===== config.mk =====
export PLATFORM = sky130hd
export DESIGN_NAME = window_assembler_flat
export DESIGN_NICKNAME = d
export VERILOG_FILES = /design/src/rtl/window_assembler_if.sv /design/src/rtl/window_assembler.sv /design/src/flat_wrapper.sv
export SDC_FILE = /design/constraint.sdc
export NUM_CORES = 1
export LEC_CHECK = 0
export CAP_MARGIN = 20
export CORE_MARGIN = 2
export CORE_UTILIZATION = 24
export DETAILED_ROUTE_END_ITERATION = 7
export PLACE_DENSITY = 0.39
export RECOVER_POWER = 50
export SLEW_MARGIN = 40
export SYNTH_ARGS = -nofsm -noshare
export SYNTH_HDL_FRONTEND = slang
export SYNTH_SLANG_ARGS = --single-unit

===== constraint.sdc =====
create_clock -name clk -period 2.3 [get_ports clk]
set_clock_uncertainty 0.15 [all_clocks]
set_input_delay 0.345 -clock clk [delete_from_list [all_inputs] [get_ports clk]]
set_output_delay 0.345 -clock clk [all_outputs]
set_load 0.01 [all_outputs]

===== src/rtl/window_assembler_if.sv =====
// Pixel-in / window-out bundle between the image-memory return path and the median core.
// Handshake rule (both streams): a beat transfers on a rising edge where valid and ready are both 1;
// ready never depends combinationally on valid, and a held window stays stable until it transfers.
interface window_assembler_if #(
  parameter int PIXEL_WIDTH = 8
);
  logic                     start;
  logic [PIXEL_WIDTH-1:0]   pixelIn;
  logic                     pixelValid;
  logic                     pixelReady;
  logic [9*PIXEL_WIDTH-1:0] windowOut;
  logic                     windowValid;
  logic                     windowReady;
  logic [7:0]               xOut;
  logic [7:0]               yOut;
  logic                     busy;
  logic                     frameDone;
  // FSM debug view: 0 = IDLE, 1 = COLLECT, 2 = HOLD
  logic [1:0]               stateDbg;

  modport master (
    output start, pixelIn, pixelValid, windowReady,
    input  pixelReady, windowOut, windowValid, xOut, yOut, busy, frameDone, stateDbg
  );

  modport slave (
    input  start, pixelIn, pixelValid, windowReady,
    output pixelReady, windowOut, windowValid, xOut, yOut, busy, frameDone, stateDbg
  );
endinterface


===== src/rtl/window_assembler.sv =====
// Packs 3x3 pixel returns (column offset fastest) into one window word, tags it with its
// top-left (x, y) and signals end of frame after the last window is taken by the median core.
module window_assembler #(
  parameter int PIXEL_WIDTH = 8,
  parameter int X_LAST      = 237,
  parameter int Y_LAST      = 177
) (
  input logic              clk,
  input logic              reset,
  window_assembler_if.slave bus
);
  typedef enum logic [1:0] {
    IDLE    = 2'd0,
    COLLECT = 2'd1,
    HOLD    = 2'd2
  } state_t;

  localparam logic [7:0] X_MAX = 8'(X_LAST);
  localparam logic [7:0] Y_MAX = 8'(Y_LAST);

  state_t                   state;
  logic [3:0]               k;
  logic [PIXEL_WIDTH-1:0]   slots [0:7];
  logic [7:0]               x;
  logic [7:0]               y;
  logic [9*PIXEL_WIDTH-1:0] windowOut;
  logic                     windowValid;
  logic [7:0]               xOut;
  logic [7:0]               yOut;
  logic                     frameDone;
  logic [9*PIXEL_WIDTH-1:0] windowNext;

  assign bus.pixelReady  = (state == COLLECT);
  assign bus.busy        = (state != IDLE);
  assign bus.stateDbg    = state;
  assign bus.windowOut   = windowOut;
  assign bus.windowValid = windowValid;
  assign bus.xOut        = xOut;
  assign bus.yOut        = yOut;
  assign bus.frameDone   = frameDone;

  // The ninth byte bypasses the slot store so the window loads on the same edge it arrives.
  always_comb begin
    windowNext = '0;
    for (int s = 0; s < 8; s++) begin
      windowNext[s*PIXEL_WIDTH +: PIXEL_WIDTH] = slots[s];
    end
    windowNext[8*PIXEL_WIDTH +: PIXEL_WIDTH] = bus.pixelIn;
  end

  always_ff @(posedge clk) begin
    if (reset) begin
      state       <= IDLE;
      k           <= 4'd0;
      x           <= 8'd0;
      y           <= 8'd0;
      windowOut   <= '0;
      windowValid <= 1'b0;
      xOut        <= 8'd0;
      yOut        <= 8'd0;
      frameDone   <= 1'b0;
      for (int s = 0; s < 8; s++) begin
        slots[s] <= '0;
      end
    end else begin
      frameDone <= 1'b0;
      case (state)
        IDLE: begin
          if (bus.start) begin
            state <= COLLECT;
            k     <= 4'd0;
            x     <= 8'd0;
            y     <= 8'd0;
          end
        end
        COLLECT: begin
          if (bus.pixelValid) begin
            if (k == 4'd8) begin
              windowOut   <= windowNext;
              windowValid <= 1'b1;
              xOut        <= x;
              yOut        <= y;
              k           <= 4'd0;
              state       <= HOLD;
            end else begin
              slots[k[2:0]] <= bus.pixelIn;
              k             <= k + 4'd1;
            end
          end
        end
        HOLD: begin
          if (windowValid && bus.windowReady) begin
            windowValid <= 1'b0;
            if (x == X_MAX && y == Y_MAX) begin
              x         <= 8'd0;
              y         <= 8'd0;
              frameDone <= 1'b1;
              state     <= IDLE;
            end else begin
              if (x < X_MAX) begin
                x <= x + 8'd1;
              end else begin
                x <= 8'd0;
                y <= y + 8'd1;
              end
              state <= COLLECT;
            end
          end
        end
        default: state <= IDLE;
      endcase
    end
  end
endmodule


===== src/flat_wrapper.sv =====
// flat-port wrapper written by rule: the top's interface ports become plain ports
module window_assembler_flat 
#(
  parameter int PIXEL_WIDTH = 8,
  parameter int X_LAST      = 237,
  parameter int Y_LAST      = 177
)
  (clk, reset, bus_start, bus_pixelIn, bus_pixelValid, bus_windowReady, bus_pixelReady, bus_windowOut, bus_windowValid, bus_xOut, bus_yOut, bus_busy, bus_frameDone, bus_stateDbg);
  window_assembler_if #(.PIXEL_WIDTH(PIXEL_WIDTH)) bus_i ();
  input logic clk;
  input logic reset;
  input wire logic [$bits(bus_i.start)-1:0] bus_start;
  input wire logic [$bits(bus_i.pixelIn)-1:0] bus_pixelIn;
  input wire logic [$bits(bus_i.pixelValid)-1:0] bus_pixelValid;
  input wire logic [$bits(bus_i.windowReady)-1:0] bus_windowReady;
  output wire logic [$bits(bus_i.pixelReady)-1:0] bus_pixelReady;
  output wire logic [$bits(bus_i.windowOut)-1:0] bus_windowOut;
  output wire logic [$bits(bus_i.windowValid)-1:0] bus_windowValid;
  output wire logic [$bits(bus_i.xOut)-1:0] bus_xOut;
  output wire logic [$bits(bus_i.yOut)-1:0] bus_yOut;
  output wire logic [$bits(bus_i.busy)-1:0] bus_busy;
  output wire logic [$bits(bus_i.frameDone)-1:0] bus_frameDone;
  output wire logic [$bits(bus_i.stateDbg)-1:0] bus_stateDbg;
  assign bus_i.start = bus_start;
  assign bus_i.pixelIn = bus_pixelIn;
  assign bus_i.pixelValid = bus_pixelValid;
  assign bus_i.windowReady = bus_windowReady;
  assign bus_pixelReady = bus_i.pixelReady;
  assign bus_windowOut = bus_i.windowOut;
  assign bus_windowValid = bus_i.windowValid;
  assign bus_xOut = bus_i.xOut;
  assign bus_yOut = bus_i.yOut;
  assign bus_busy = bus_i.busy;
  assign bus_frameDone = bus_i.frameDone;
  assign bus_stateDbg = bus_i.stateDbg;
  window_assembler #(.PIXEL_WIDTH(PIXEL_WIDTH), .X_LAST(X_LAST), .Y_LAST(Y_LAST)) u_core (.clk(clk), .reset(reset), .bus(bus_i));
endmodule

==> flow_summary_export.csv <==
group,metric,value,unit
setup_path,end_kind,"output pin",
yosys,yosys.area_share.adder,1.28,%
clocking,cts.sinks,176,
clocking,clk_pin_slew_worst_paths,0.07,ns
clocking,cts_tree,"yes",
grt,grt_max_degree,57,
yosys,synth_area_leaders,"dfxtp_1, edfxtp_1, nand2_1",
yosys,synth_fp_nets,707,
final_layout,fillers,2862,
power_and_ir_drop,leakagePower,3.29,nW
setup_path,crit_fanout,9,
yosys,syn_inst,687,
floorplanning,die_area,29800,um^2
grt,grt_usage,12.5,%
clocking,cts.path.max_buffers,2,
floorplanning,start_util,24.5,%
yosys,synth-compound-area-share,11.4,%
yosys,syn-cell-area,6820,um^2
clocking,numCtsBuffers,17,
sta,slew_headroom,59.4,%
yosys,yosysUniqueCellTypes,46,
clocking,htree_levels,4,
drt,vias,5117,
hold_path,hp-class,"input port to flop",
sta,tns,0,ns
final_layout,syn_to_final_growth,32.2,%
flow_run,cap_violations,0,
clocking,cts_root_buffer,"clkbuf_16",
yosys,yosys_warnings,0,
clocking,hold_buffers,0,
final_layout,nets,818,
drt,drt_first_pass_iters,4,
grt,grt_first_pass_wirelength,29100,um
placement,dp_hpwl,12700,um
drt,avgViaCountPerCell,4.30,
sta,fmax,450,MHz
setup_path,crit_path_start_kind,"flop",
sta,worst_pin_slew,0.608,ns
sta,min_period,2.22,ns
yosys,synth_top_area_share,32.9,%
floorplanning,die_y,173,um
power_and_ir_drop,vdd_drop_max,0.452,mV
clocking,clk-insertion-delay-late,0.42,ns
yosys,synth.most_common_cell,"nand2_1",
floorplanning,core_area,27900,um^2
grt,grt_pass1_vias,5245,
drt,drc_errors,0,
sta,fin_crit_sh,96.6,%
yosys,synthArstFlopShare,0,%
floorplanning,die_w,173,um
grt,grt-ovfl-total,0,
setup_path,cp.required,1.80,ns
drt,drt-wirelength-per-cell,15.2,um
drt,drt_iter0_drc,215,
power_and_ir_drop,power_density,736,nW/um^2
sta,hold_violations,0,
placement,place_congestion,0.772,
yosys,synth_simple_gate_area_share,21.8,%
placement,dp_slack,-0.0595,ns
yosys,seq_area_frac_synth,61.1,%
final_layout,layout-drive-gt1-share,8.26,%
yosys,synth_top_flop_cell,"dfxtp_1",
drt,wirelength,18100,um
sta,finalMaxSlewViolations,0,
yosys,synthXorXnorAreaFrac,1.16,%
yosys,synth_mux_area_share,0.440,%
setup_path,critPathKind,"flop to output pin",
sta,rsz0062_at_grt,"false",
placement,io_buffer_count,106,
grt,antenna_found_initial,1,
sta,finalSetupViolCount,0,
yosys,syn_area_per_cell,9.93,um^2
outcome,status,"complete, no violations",
drt,ant_nets,0,
setup_path,critPathArrivalTime,1.73,ns
yosys,post-synth-top-area-cell,"dfxtp_1",
floorplanning,rows,61,
sta,setup_ws,0.0789,ns
yosys,synth-edff-count,64,
yosys,ys_ff_latch,176,
yosys,synth_top_family_by_area,"simple AND/OR/NAND/NOR gates",
yosys,netlist_top_cells_count,"nand2_1, dfxtp_1, a21oi_1",
floorplanning,pin_count,107,
-- report_power, final --
group          switching [mW]  internal (mW)
sequential             0.0254           3.27
combinational           0.125         0.0650
clock                    1.38           1.78
total                    1.53           5.11
-- path summary, 6_finish.rpt --
path	depth (start not counted)	slack [ns]	start	end
setup / recovery	3	0.08	u_core.bus.stateDbg[1]	bus_busy
hold / removal	2	0.07	reset	bus_windowOut[31]
setup reg to reg	6	0.18	u_core.y[0]	u_core.y[0]
hold reg to reg	2	0.30	bus_windowOut[1]	bus_windowOut[1]
-- repair_timing --
action                                  4_1_cts  5_1_grt
resized for setup                             0        3
endpoints found under the setup margin        0        2
buffers inserted                              0        0
hold endpoints to repair                      0        0
-- through the flow --
| stage | power (mW) | hold slack [ns] | instance area (um^2) | utilization [%] | std cells |
|---|---|---|---|---|---|
| 6_report | 6.64 | 0.0672 | 9010 | 32.4 | 1190 |
| 5_1_grt | 6.89 | 0.0635 | 9010 | 32.4 | 1190 |
| 4_1_cts | 6.74 | 0.0532 | 9070 | 32.6 | 1189 |
| 3_5_place_dp | 3.56 | 0.298 | 8430 | 30.3 | 1157 |
| 3_3_place_gp | 3.56 | 0.296 | 8430 | 30.3 | 1157 |
| 2_1_floorplan | 3.45 | 0.298 | 6820 | - | 687 |
-- worst max-delay path: stages (launching register included) --
cell and delay (ns):
dfxtp_2 0.36, buf_4 0.18, or2_2 0.29, clkdlybuf4s50_1 0.48
-- cells in the final DEF (no fill, tap or decap), drive strengths merged, types with 2 or more instances in the layout --
cell type      netlist  final
bufinv               0      3
clkbuf              29     28
and2                66     66
and3                 2      2
dlygate4sd3          0     83
nand4                2      2
edfxtp              64     64
a211oi               5      5
inv                  9     17
mux2i                3      3
clkinv               0      3
a21bo                2      2
nand3b               3      3
dfxtp              112    112
nand2              184    184
o2111ai              2      2
nor2                18     18
clkdlybuf4s50        0     22
nor3                 4      4
and4                 3      3
nor2b                4      4
o21ai                4      4
a21oi               94     94
xnor2                8      8
ha                   7      7
a31oi                8      8
o211a                2      2
a41oi                6      6
nor3b                3      3
or3                  3      3
buf                  9     14
nand3                7      7
or2                 11     11
-- flip-flops by register name, indices dropped and copies added, names as in the netlist --
name / count
u_core.bus.windowOut: 8
u_core.x: 8
u_core.bus.xOut: 8
u_core.bus.stateDbg: 2
u_core.bus.yOut: 8
bus_windowOut: 64
u_core.slots: 64
u_core.bus.frameDone: 1
u_core.bus.windowValid: 1
u_core.k: 4
u_core.y: 8
-- final cells by class --
cell class	instances	area, um^2	area share (%)
sequential	176	4170	46.2
multi-input combinational	464	2470	27.4
timing repair buffer	130	1230	13.6
tap	378	473	5.25
clock buffer	17	425	4.72
clock inverter	15	218	2.41
inverter	9	33.8	0.375
antenna	1	2.50	0.0278
-- per-layer routing --
metal	track usage (%)	wire [um]	vias to the layer above
met3	2.29	537	22
met5	0	0	-
li1	-	-	2549
met1	16.1	8520	2450
met2	20.5	8610	96
met4	5.20	437	0
-- cell families after synthesis --
logic type,count (synthesis)
AND/OR/NAND/NOR,315
buffers and inverters,47
AO/OA/AOI/OAI,130
adder cells (fa/ha/maj),7
flip-flops,176
multiplexers,3
XOR/XNOR,9
Power figures use the tool's default switching activity.
==> RTL change: new RTL, config.mk and constraints unchanged <==
`PIXEL_WIDTH` is set to 8 in 3 places; all go to 10.
--- a/src/rtl/window_assembler_if.sv
+++ b/src/rtl/window_assembler_if.sv
@@ -3,5 +3,5 @@
 // ready never depends combinationally on valid, and a held window stays stable until it transfers.
 interface window_assembler_if #(
-  parameter int PIXEL_WIDTH = 8
+  parameter int PIXEL_WIDTH = 10
 );
   logic                     start;
--- a/src/rtl/window_assembler.sv
+++ b/src/rtl/window_assembler.sv
@@ -2,5 +2,5 @@
 // top-left (x, y) and signals end of frame after the last window is taken by the median core.
 module window_assembler #(
-  parameter int PIXEL_WIDTH = 8,
+  parameter int PIXEL_WIDTH = 10,
   parameter int X_LAST      = 237,
   parameter int Y_LAST      = 177
--- a/src/flat_wrapper.sv
+++ b/src/flat_wrapper.sv
@@ -2,5 +2,5 @@
 module window_assembler_flat 
 #(
-  parameter int PIXEL_WIDTH = 8,
+  parameter int PIXEL_WIDTH = 10,
   parameter int X_LAST      = 237,
   parameter int Y_LAST      = 177
Ports: changed (resized bus_pixelIn and bus_windowOut); port bits go from 107 to 127. The function was not compared with the original's and may differ.
==> RTL change against the unedited design <==
Highest routed layer unchanged. Wire length up 23%. Critical endpoint is now bus_stateDbg[0]. Cell area up 20%. Power up 25%. Sequential cell count up 34. Sequential power up 20%. Setup slack better by 35 ps. Synthesized area up 17%. Die area up 17%. Critical path type unchanged.
==> RTL change: results (changes against the unedited design) <==
metric	value	unit	change
post_cts_buffers	0		unchanged
switching_power	1.78	mW	+17%
clock_latency	530	ps	+110 ps
cts.htree.levels	1		-3
min_to	u_core.x[2]		
antenna_found_initial	1		unchanged
fillers	3442		+20%
syn_nets	834		+18%
fin_nets	975		+19%
muxShareOfSynthArea	0.00250		-0.00190
cts.path.max_buffers	3		+1
synthAdderAreaFrac	0.0110		-0.00189
rr_startpoint	u_core.bus.stateDbg[0]		
whs	114	ps	+46.7 ps
critPathArrivalTime	1690	ps	-40 ps
drt_iter0_markers	314		+46%
synth-xor-area-share	0.00548		-0.00608
routedWlPerCell	15.7	um	+3.3%
synth_compound_gate_area_share	0.0962		-0.0179
p_leak	3.71	nW	+13%
cts_resized	2		+2
status	completed		
cts_root_buf	clkbuf_16		
yosys_warnings	0		unchanged
crit_path_top_delay_cell	clkdlybuf4s50_1		
worst_path_largest_cell_delay	540	ps	+60 ps
grt_max_degree	82		+44%
cts_made_buffers	26		+9
synth-edff-count	80		+25%
synthTopCellsByArea	dfxtp_1, edfxtp_1, nand2_1, a21oi_1, and2_1		
grtUsageTotal	0.126		+0.000982
crit_fanout	6		-3
drive_above_1_share	0.0895		+0.00689
ir_worst_vdd	0.449	mV	-0.60%
hpwl	14.3	mm	+13%
via_per_inst	4.20		-2.3%
r2r_cells	6		unchanged
synth_common_cells	nand2_1, dfxtp_1, a21oi_1		
gp_congestion	0.715		-7.4%
first_global_vias	5866		+12%
synth.distinct_cells	44		-4.3%
first_pass_iters	6		+2
ys_seq_area_frac	0.626		+0.0151
grt_pass1_wl	34.5	mm	+19%
clk_pin_slew	60	ps	
hold_path.class	primary input to flop		
worst-slew-pin-transition	703	ps	+95.1 ps
holdPathStages	4		+2
ys_async_sr_fraction	0		unchanged
reg2reg_slack	140	ps	-40 ps
io_buffers	126		+19%
synth-main-ff-cell	dfxtp_1		
holdCritStartpoint	reset		
critical_path.top_delay_family	buffers and inverters		
timing.rr.end	u_core.slots[5][4]		
[RTL change: changes by cell type after synthesis, moves of 4 or more]
cell      change
xnor2_1       -5
clkbuf_1      +8
and2_1       +17
nand3b_1      +4
a21oi_1      +26
a31oi_1       -6
edfxtp_1     +16
dfxtp_1      +18
nand2_1      +47
[RTL change: area by class of cell]
cell class                      count  area share
Sequential cell                   210       0.464
Timing Repair Buffer              163       0.146
Inverter                            8     0.00278
Multi-Input combinational cell    544       0.254
Tap cell                          442      0.0513
Clock inverter                     14      0.0145
Antenna cell                        1    0.000232
Clock buffer                       33      0.0674
[RTL change: through the flow]
stage / cells / power [mW] / setup slack [ps] / util / instance area (sq um)
2_1_floorplan: 812 / 4.11 / 437 / - / 8000
3_3_place_gp: 1367 / 4.26 / -43.5 / 0.305 / 9970
3_5_place_dp: 1367 / 4.25 / -29.8 / 0.305 / 9970
4_1_cts: 1414 / 8.46 / 97.3 / 0.332 / 10900
5_1_grt: 1414 / 8.64 / 27.2 / 0.330 / 10800
6_report: 1415 / 8.32 / 114 / 0.330 / 10800
[RTL change: worst max path at each step]
stage | from | to | depth (start not counted)
global route | u_core.bus.stateDbg[0] | u_core.slots[5][4] | 6
detailed placement | bus_pixelValid | u_core.slots[7][4] | 7
global placement | bus_pixelValid | u_core.slots[3][1] | 7
floorplan | u_core.x[0] | u_core.y[5] | 6
finish | u_core.bus.stateDbg[0] | bus_stateDbg[0] | 2
CTS | u_core.bus.stateDbg[0] | bus_stateDbg[0] | 2
[RTL change: logic make-up (layout without fill, tap and decap cells)]
kind of cell,Yosys count,after routing
simple gates,388,388
buf+inv,58,218
compound gates,142,142
mux,2,2
other cells,0,1
xor+xnor,5,5
fa+ha+maj,7,7
flops,210,210
[RTL change: tightest hold or removal path, cell delays in order]
cell	delay, ps
buf_4	150
nor4_2	100
nand3_1	80
mux2i_1	60
[RTL change: power groups by stage]
stage	clock network (mW)	registers, mW	logic (mW)
floorplan	0	4.01	0.104
global placement	0	4.02	0.240
detailed placement	0	4.01	0.239
CTS	4.29	3.93	0.238
global route	4.46	3.94	0.246
finish	4.16	3.94	0.227
[RTL change: metal layers]
metal	global-route usage	wire, um
met2	0.197	9960
met5	0	0
met4	0.0382	435
met1	0.174	10700
met3	0.0256	1090
